### src/rtl/game_pkg.sv
// Shared types and constants for the player/obstacle game blocks.
package game_pkg;

  localparam int unsigned POS_W         = 10;
  localparam int unsigned COLOR_W       = 4;
  localparam int unsigned STEP_W        = 16;
  localparam int unsigned BTN_W         = 4;
  localparam int unsigned H_RES_DEFAULT = 640;
  localparam int unsigned V_RES_DEFAULT = 480;

  localparam logic [BTN_W-1:0] BTN_U = 4'b1000;
  localparam logic [BTN_W-1:0] BTN_D = 4'b0100;
  localparam logic [BTN_W-1:0] BTN_R = 4'b0010;
  localparam logic [BTN_W-1:0] BTN_L = 4'b0001;

  typedef enum logic {
    READY  = 1'b0,
    SETTLE = 1'b1
  } state_t;

  typedef struct packed {
    logic up;
    logic down;
    logic left;
    logic right;
  } dir_t;

endpackage

### src/rtl/block_merge.sv
// Collapses the per-rectangle block flags into one flag per direction.
module block_merge
  import game_pkg::*;
#(
  parameter int unsigned NUM_RECT = 8
) (
  input  logic [NUM_RECT-1:0] up_block,
  input  logic [NUM_RECT-1:0] down_block,
  input  logic [NUM_RECT-1:0] left_block,
  input  logic [NUM_RECT-1:0] right_block,
  output dir_t                anyBlock_c
);

  always_comb begin
    anyBlock_c       = '0;
    anyBlock_c.up    = |up_block;
    anyBlock_c.down  = |down_block;
    anyBlock_c.left  = |left_block;
    anyBlock_c.right = |right_block;
  end

endmodule

### src/rtl/player_mover.sv
// Player sprite mover: one-pixel steps with screen wrap, colour cycling,
// and a settle cycle after every update so obstacle flags can catch up.
module player_mover
  import game_pkg::*;
#(
  parameter int unsigned NUM_RECT   = 8,
  parameter int unsigned P_WIDTH    = 12,
  parameter int unsigned P_HEIGHT   = 12,
  parameter int unsigned H_RES      = H_RES_DEFAULT,
  parameter int unsigned V_RES      = V_RES_DEFAULT,
  parameter int unsigned H_INIT     = 0,
  parameter int unsigned V_INIT     = 0,
  parameter int unsigned NUM_COLORS = 4
) (
  input  logic                btnClk,
  input  logic                rst,
  input  logic [BTN_W-1:0]    btns,
  input  logic                btnC,
  input  logic [NUM_RECT-1:0] up_block,
  input  logic [NUM_RECT-1:0] down_block,
  input  logic [NUM_RECT-1:0] left_block,
  input  logic [NUM_RECT-1:0] right_block,
  output logic [POS_W-1:0]    player_hPos,
  output logic [POS_W-1:0]    player_vPos,
  output logic [COLOR_W-1:0]  player_color,
  output logic                blocked,
  output logic                settling,
  output logic [STEP_W-1:0]   step_count
);

  localparam logic [POS_W-1:0] H_MAX = POS_W'(H_RES - P_WIDTH);
  localparam logic [POS_W-1:0] V_MAX = POS_W'(V_RES - P_HEIGHT);

  state_t               state, stateNext;
  logic                 btnCPrev;
  logic                 btnCRise_c;
  dir_t                 anyBlock_c;
  logic                 moveReq_c, moveBlk_c;
  logic [POS_W-1:0]     hPosNext, vPosNext;
  logic [COLOR_W-1:0]   colorNext;
  logic                 blockedNext;
  logic [STEP_W-1:0]    stepNext;

  block_merge #(.NUM_RECT(NUM_RECT)) uMerge (
    .up_block    (up_block),
    .down_block  (down_block),
    .left_block  (left_block),
    .right_block (right_block),
    .anyBlock_c  (anyBlock_c)
  );

  assign btnCRise_c = btnC & ~btnCPrev;

  // Only exact one-hot codes count as a move request.
  always_comb begin
    moveReq_c = 1'b1;
    moveBlk_c = 1'b0;
    case (btns)
      BTN_U:   moveBlk_c = anyBlock_c.up;
      BTN_D:   moveBlk_c = anyBlock_c.down;
      BTN_R:   moveBlk_c = anyBlock_c.right;
      BTN_L:   moveBlk_c = anyBlock_c.left;
      default: moveReq_c = 1'b0;
    endcase
  end

  always_ff @(posedge btnClk or posedge rst) begin
    if (rst) state <= READY;
    else     state <= stateNext;
  end

  always_comb begin
    stateNext = state;
    case (state)
      READY:   if (btnCRise_c || (moveReq_c && !moveBlk_c)) stateNext = SETTLE;
      SETTLE:  stateNext = READY;
      default: stateNext = READY;
    endcase
  end

  // Colour edge outranks a move; a pre-empted move retries next READY.
  always_comb begin
    hPosNext    = player_hPos;
    vPosNext    = player_vPos;
    colorNext   = player_color;
    blockedNext = 1'b0;
    stepNext    = step_count;
    if (state == READY) begin
      if (btnCRise_c) begin
        colorNext = (32'(player_color) + 32'd1 >= NUM_COLORS) ? '0
                                                             : player_color + COLOR_W'(1);
      end else if (moveReq_c && moveBlk_c) begin
        blockedNext = 1'b1;
      end else if (moveReq_c) begin
        case (btns)
          BTN_U:   vPosNext = (player_vPos == '0)    ? V_MAX : player_vPos - POS_W'(1);
          BTN_D:   vPosNext = (player_vPos >= V_MAX) ? '0    : player_vPos + POS_W'(1);
          BTN_L:   hPosNext = (player_hPos == '0)    ? H_MAX : player_hPos - POS_W'(1);
          BTN_R:   hPosNext = (player_hPos >= H_MAX) ? '0    : player_hPos + POS_W'(1);
          default: ;
        endcase
        if (step_count != '1) stepNext = step_count + STEP_W'(1);
      end
    end
  end

  always_ff @(posedge btnClk or posedge rst) begin
    if (rst) begin
      btnCPrev     <= 1'b0;
      player_hPos  <= POS_W'(H_INIT);
      player_vPos  <= POS_W'(V_INIT);
      player_color <= '0;
      blocked      <= 1'b0;
      settling     <= 1'b0;
      step_count   <= '0;
    end else begin
      btnCPrev     <= btnC;
      player_hPos  <= hPosNext;
      player_vPos  <= vPosNext;
      player_color <= colorNext;
      blocked      <= blockedNext;
      settling     <= (stateNext == SETTLE);
      step_count   <= stepNext;
    end
  end

endmodule

### config.mk
export PLATFORM = sky130hd
export DESIGN_NAME = player_mover
export DESIGN_NICKNAME = d
export VERILOG_FILES = /design/src/rtl/game_pkg.sv /design/src/rtl/block_merge.sv /design/src/rtl/player_mover.sv
export SDC_FILE = /design/constraint.sdc
export NUM_CORES = 1
export LEC_CHECK = 0
export CORE_ASPECT_RATIO = 0.75
export CORE_MARGIN = 5
export CORE_UTILIZATION = 49
export CTS_BUF_LIST = sky130_fd_sc_hd__clkbuf_4
export DETAILED_ROUTE_END_ITERATION = 8
export PLACE_DENSITY = 0.85
export SYNTH_ARGS = -nofsm -noshare
export SYNTH_HDL_FRONTEND = slang
export SYNTH_HIERARCHICAL = 1
export SYNTH_SLANG_ARGS = --single-unit
### constraint.sdc
create_clock -name btnClk -period 2.5 [get_ports btnClk]
set_input_delay 0.75 -clock btnClk [delete_from_list [all_inputs] [get_ports btnClk]]
set_output_delay 0.75 -clock btnClk [all_outputs]
set_load 0.02 [all_outputs]
==> results by group <==
Run status
  • Outcome: complete, but fails checks
  • Violated checks: negative setup slack

Yosys
  • Unique masters post-synth: 58
  • Main combinational cell family by area after synthesis: simple AND/OR/NAND/NOR gates
  • Yosys warnings: 6
  • Post-synth top area cell: dfrtp_1
  • Simple-gate share of the synthesized area: 28.5%
  • XOR/XNOR share of the synthesized area: 5.61%
  • Syn Nets: 359
  • Post-Synthesis Cells: 314
  • EDFF count, synth: 0
  • Flops & latches, synth: 43
  • Syn avg cell area: 8.95 µm²
  • Area share of the largest cell type after synthesis: 38.3%
  • Top_reg_cell synth: dfrtp_1
  • Top post-synthesis cells by area: dfrtp_1, o21ai_0, nor4_1, xnor2_1, xor2_1
  • Multiplexer share of the synthesized area: 1.51%
  • Synth Area in Compound Gates: 18.7%
  • Register area share after synthesis: 38.3%
  • Mapped cell area: 2810 µm²
  • Post-synthesis adder-cell area fraction: 2.67%
  • Async SR Flop Fraction: 100%

Die
  • Starting density of the core: 51.7%
  • Die Width: 97.4 µm
  • Die height: 75.6 µm
  • Area of the die: 7370 µm²
  • Core area: 5440 µm²
  • Cell Rows: 23
  • Top Ports: 81

Routing
  • Final wirelength: 8550 µm
  • Antenna violation net count after detailed routing: 0
  • Initial DRC count: 326
  • Vias post-DR: 2980
  • Average wire per standard cell: 17.3 µm
  • First-pass detailed-route iteration total: 5
  • Via-per-instance ratio: 6.03
  • # DRC: 0

Critical path
  • Crit-path max FO: 11
  • Worst setup path class: input pin to register
  • R2r setup slk: 160 ps
  • WP data arrival: 2850 ps
  • Critical Path Sink Type: register
  • CP Launch Type: input pin
  • Worst Path Required: 2740 ps

Timing
  • Slew headroom: 57.1%
  • Measured slew at the worst slew-check pin: 641 ps
  • Fin crit period: 2600 ps
  • Final setup skew: 12.7 ps
  • Final Max Slew Viols: 0
  • Final WS setup: -103 ps
  • Fin Hold WS: 528 ps
  • RSZ-0062 raised after global routing: yes
  • Endpoints failing hold: 0
  • Final setup violating endpoints: 10
  • Final Cycle Share: 104%
  • Fmax: 384 MHz

Pwr
  • Comb power frac: 49.0%
  • Clk network pwr share: 11.6%
  • Leakage: 0.00170 µW
  • Internal: 1710 µW
  • Pwr/cell area: 744 nW/µm²
  • Peak VDD IR: 0.000457 V
  • Sw Pwr: 1360 µW
  • Sw Share: 44.2%
  • Share of power burned in registers: 39.4%

Global routing
  • Total gr overflow: 0
  • Initial antenna violation count: 0
  • GRT Total Usage: 22.6%
  • Largest net degree at the start of global routing: 44
  • Vias in the first global route: 2738
  • First-pass GRT wire length: 13600 µm

Placed design
  • Placed cells: 479
  • Post-detail-place hpwl: 5990 µm
  • Gpl congestion: 0.889
  • Placed Area: 3850 µm²
  • PortBufs: 80
  • Dpl ws: -600 ps

Job
  • Max Cap Viol: 0

Final layout
  • Fillcell total: 373
  • Fin area: 4130 µm²
  • Most frequent cells in the layout: clkdlybuf4s50_1, dfrtp_1, buf_4
  • Fin nets: 463
  • Register area: 1080 µm²
  • Area Overhead vs Synth: 46.9%
  • Area of the multi-input gates: 1770 µm²
  • Layout cells sized above 1: 18.1%
  • Antenna Cells: 0
  • Most common cell after layout, fill and taps aside: clkdlybuf4s50_1
  • Post-layout util: 75.9%
  • Finished Layout Cells: 494

Clocking
  • CTS sink count: 43
  • Maximum root-to-sink buffer count: 2
  • Clk_lat worst skew: 350 ps
  • Clock transition at the registers of the reported paths: 130 ps
  • Hold buffer count at CTS: 0
  • Root buffer selected by CTS: clkbuf_4
  • CTS tree: yes
  • H-tree levels: 2
  • Total CTS buffers: 5

Worst hold path
  • Hold WC Path Type: register to register
[path summary, 6_finish.rpt]
| path | from | end | depth (start not counted) |
|---|---|---|---|
| hold reg to reg | step_count[0] | step_count[0] | 1 |
| setup reg to reg | player_hPos[1] | player_hPos[3] | 8 |
| max in group asynchronous | rst | player_vPos[1] | 3 |
| hold / removal | step_count[0] | step_count[0] | 1 |
| min in group asynchronous | rst | player_hPos[1] | 3 |
| setup / recovery | btns[3] | step_count[1] | 8 |
[state kept, by name, summed over array words and instances (netlist names)]
| signal | cells |
|---|---|
| blocked | 1 |
| btnCPrev | 1 |
| player_color | 4 |
| player_hPos | 10 |
| player_vPos | 10 |
| settling | 1 |
| step_count | 16 |
[power groups by stage]
stage,combinational (µW),sequential (µW),clock (µW)
final,1510,1210,355
after global routing,1630,1250,389
after CTS,1450,1180,357
after detailed placement,1440,1200,0
after global placement,1390,1190,0
after floorplan,709,1270,0
[worst max-delay path, cell delays in order]
cell,delay [ps]
clkdlybuf4s50_1,450
buf_4,170
xnor2_1,90
nor3_1,300
nor3_2,130
nor4_1,360
buf_4,250
mux2_2,340
[routing by layer]
metal,track usage (%),up-vias,share of wire [%]
li1,-,1397,-
met1,31.5,1428,45
met2,36.3,136,47
met3,5.95,19,7.0
met4,4.61,0,1.4
met5,0,-,0
[cell usage after synthesis (all sizes together), types with 4 or more instances]
cell and number:
buf 11, a211oi 4, and3 6, or4b 4, xor2 9, nand4 7
ha 6, nor4b 7, nor2 18, dfrtp 43, nor2b 5, xnor2 9
o21ai 25, nor3 13, o22ai 6, a22oi 4, a21oi 10, and2 4
nand3 9, nand3b 5, nand2b 4, nand2 20, clkbuf 10, a31oi 5
inv 8, o31ai 10, nor4 17
[area by class of cell]
| class | count | area share (%) |
|---|---|---|
| well taps | 75 | 2.27 |
| flip-flops and latches | 43 | 26.1 |
| multi-input cells | 242 | 42.8 |
| clock buffers | 5 | 0.909 |
| inverters | 8 | 0.727 |
| repair buffers | 118 | 26.7 |
| clock inverters | 3 | 0.485 |
[per-stage QoR]
| step | setup TNS [ps] | power (µW) |
|---|---|---|
| 5_1_grt | -1160 | 3270 |
| 2_1_floorplan | 0 | 1980 |
| 4_1_cts | 0 | 2990 |
| 3_3_place_gp | -11740 | 2580 |
| 3_5_place_dp | -14080 | 2630 |
| 6_report | -351 | 3070 |
[cell families (layout without fill, tap and decap cells)]
group / count (synthesis) / count (layout)
flops: 43 / 43
mux: 4 / 4
xor+xnor: 18 / 18
fa+ha+maj: 6 / 6
simple gates: 133 / 133
compound gates: 81 / 81
buf+inv: 29 / 134
[repair_timing]
action,in CTS,in global routing
endpoints found under the setup margin,20,24
setup buffers,5,1
gates resized for setup,35,28
pin swaps,21,15
gates cloned,1,0
Note: power is estimated with default switching activity, not from simulation.
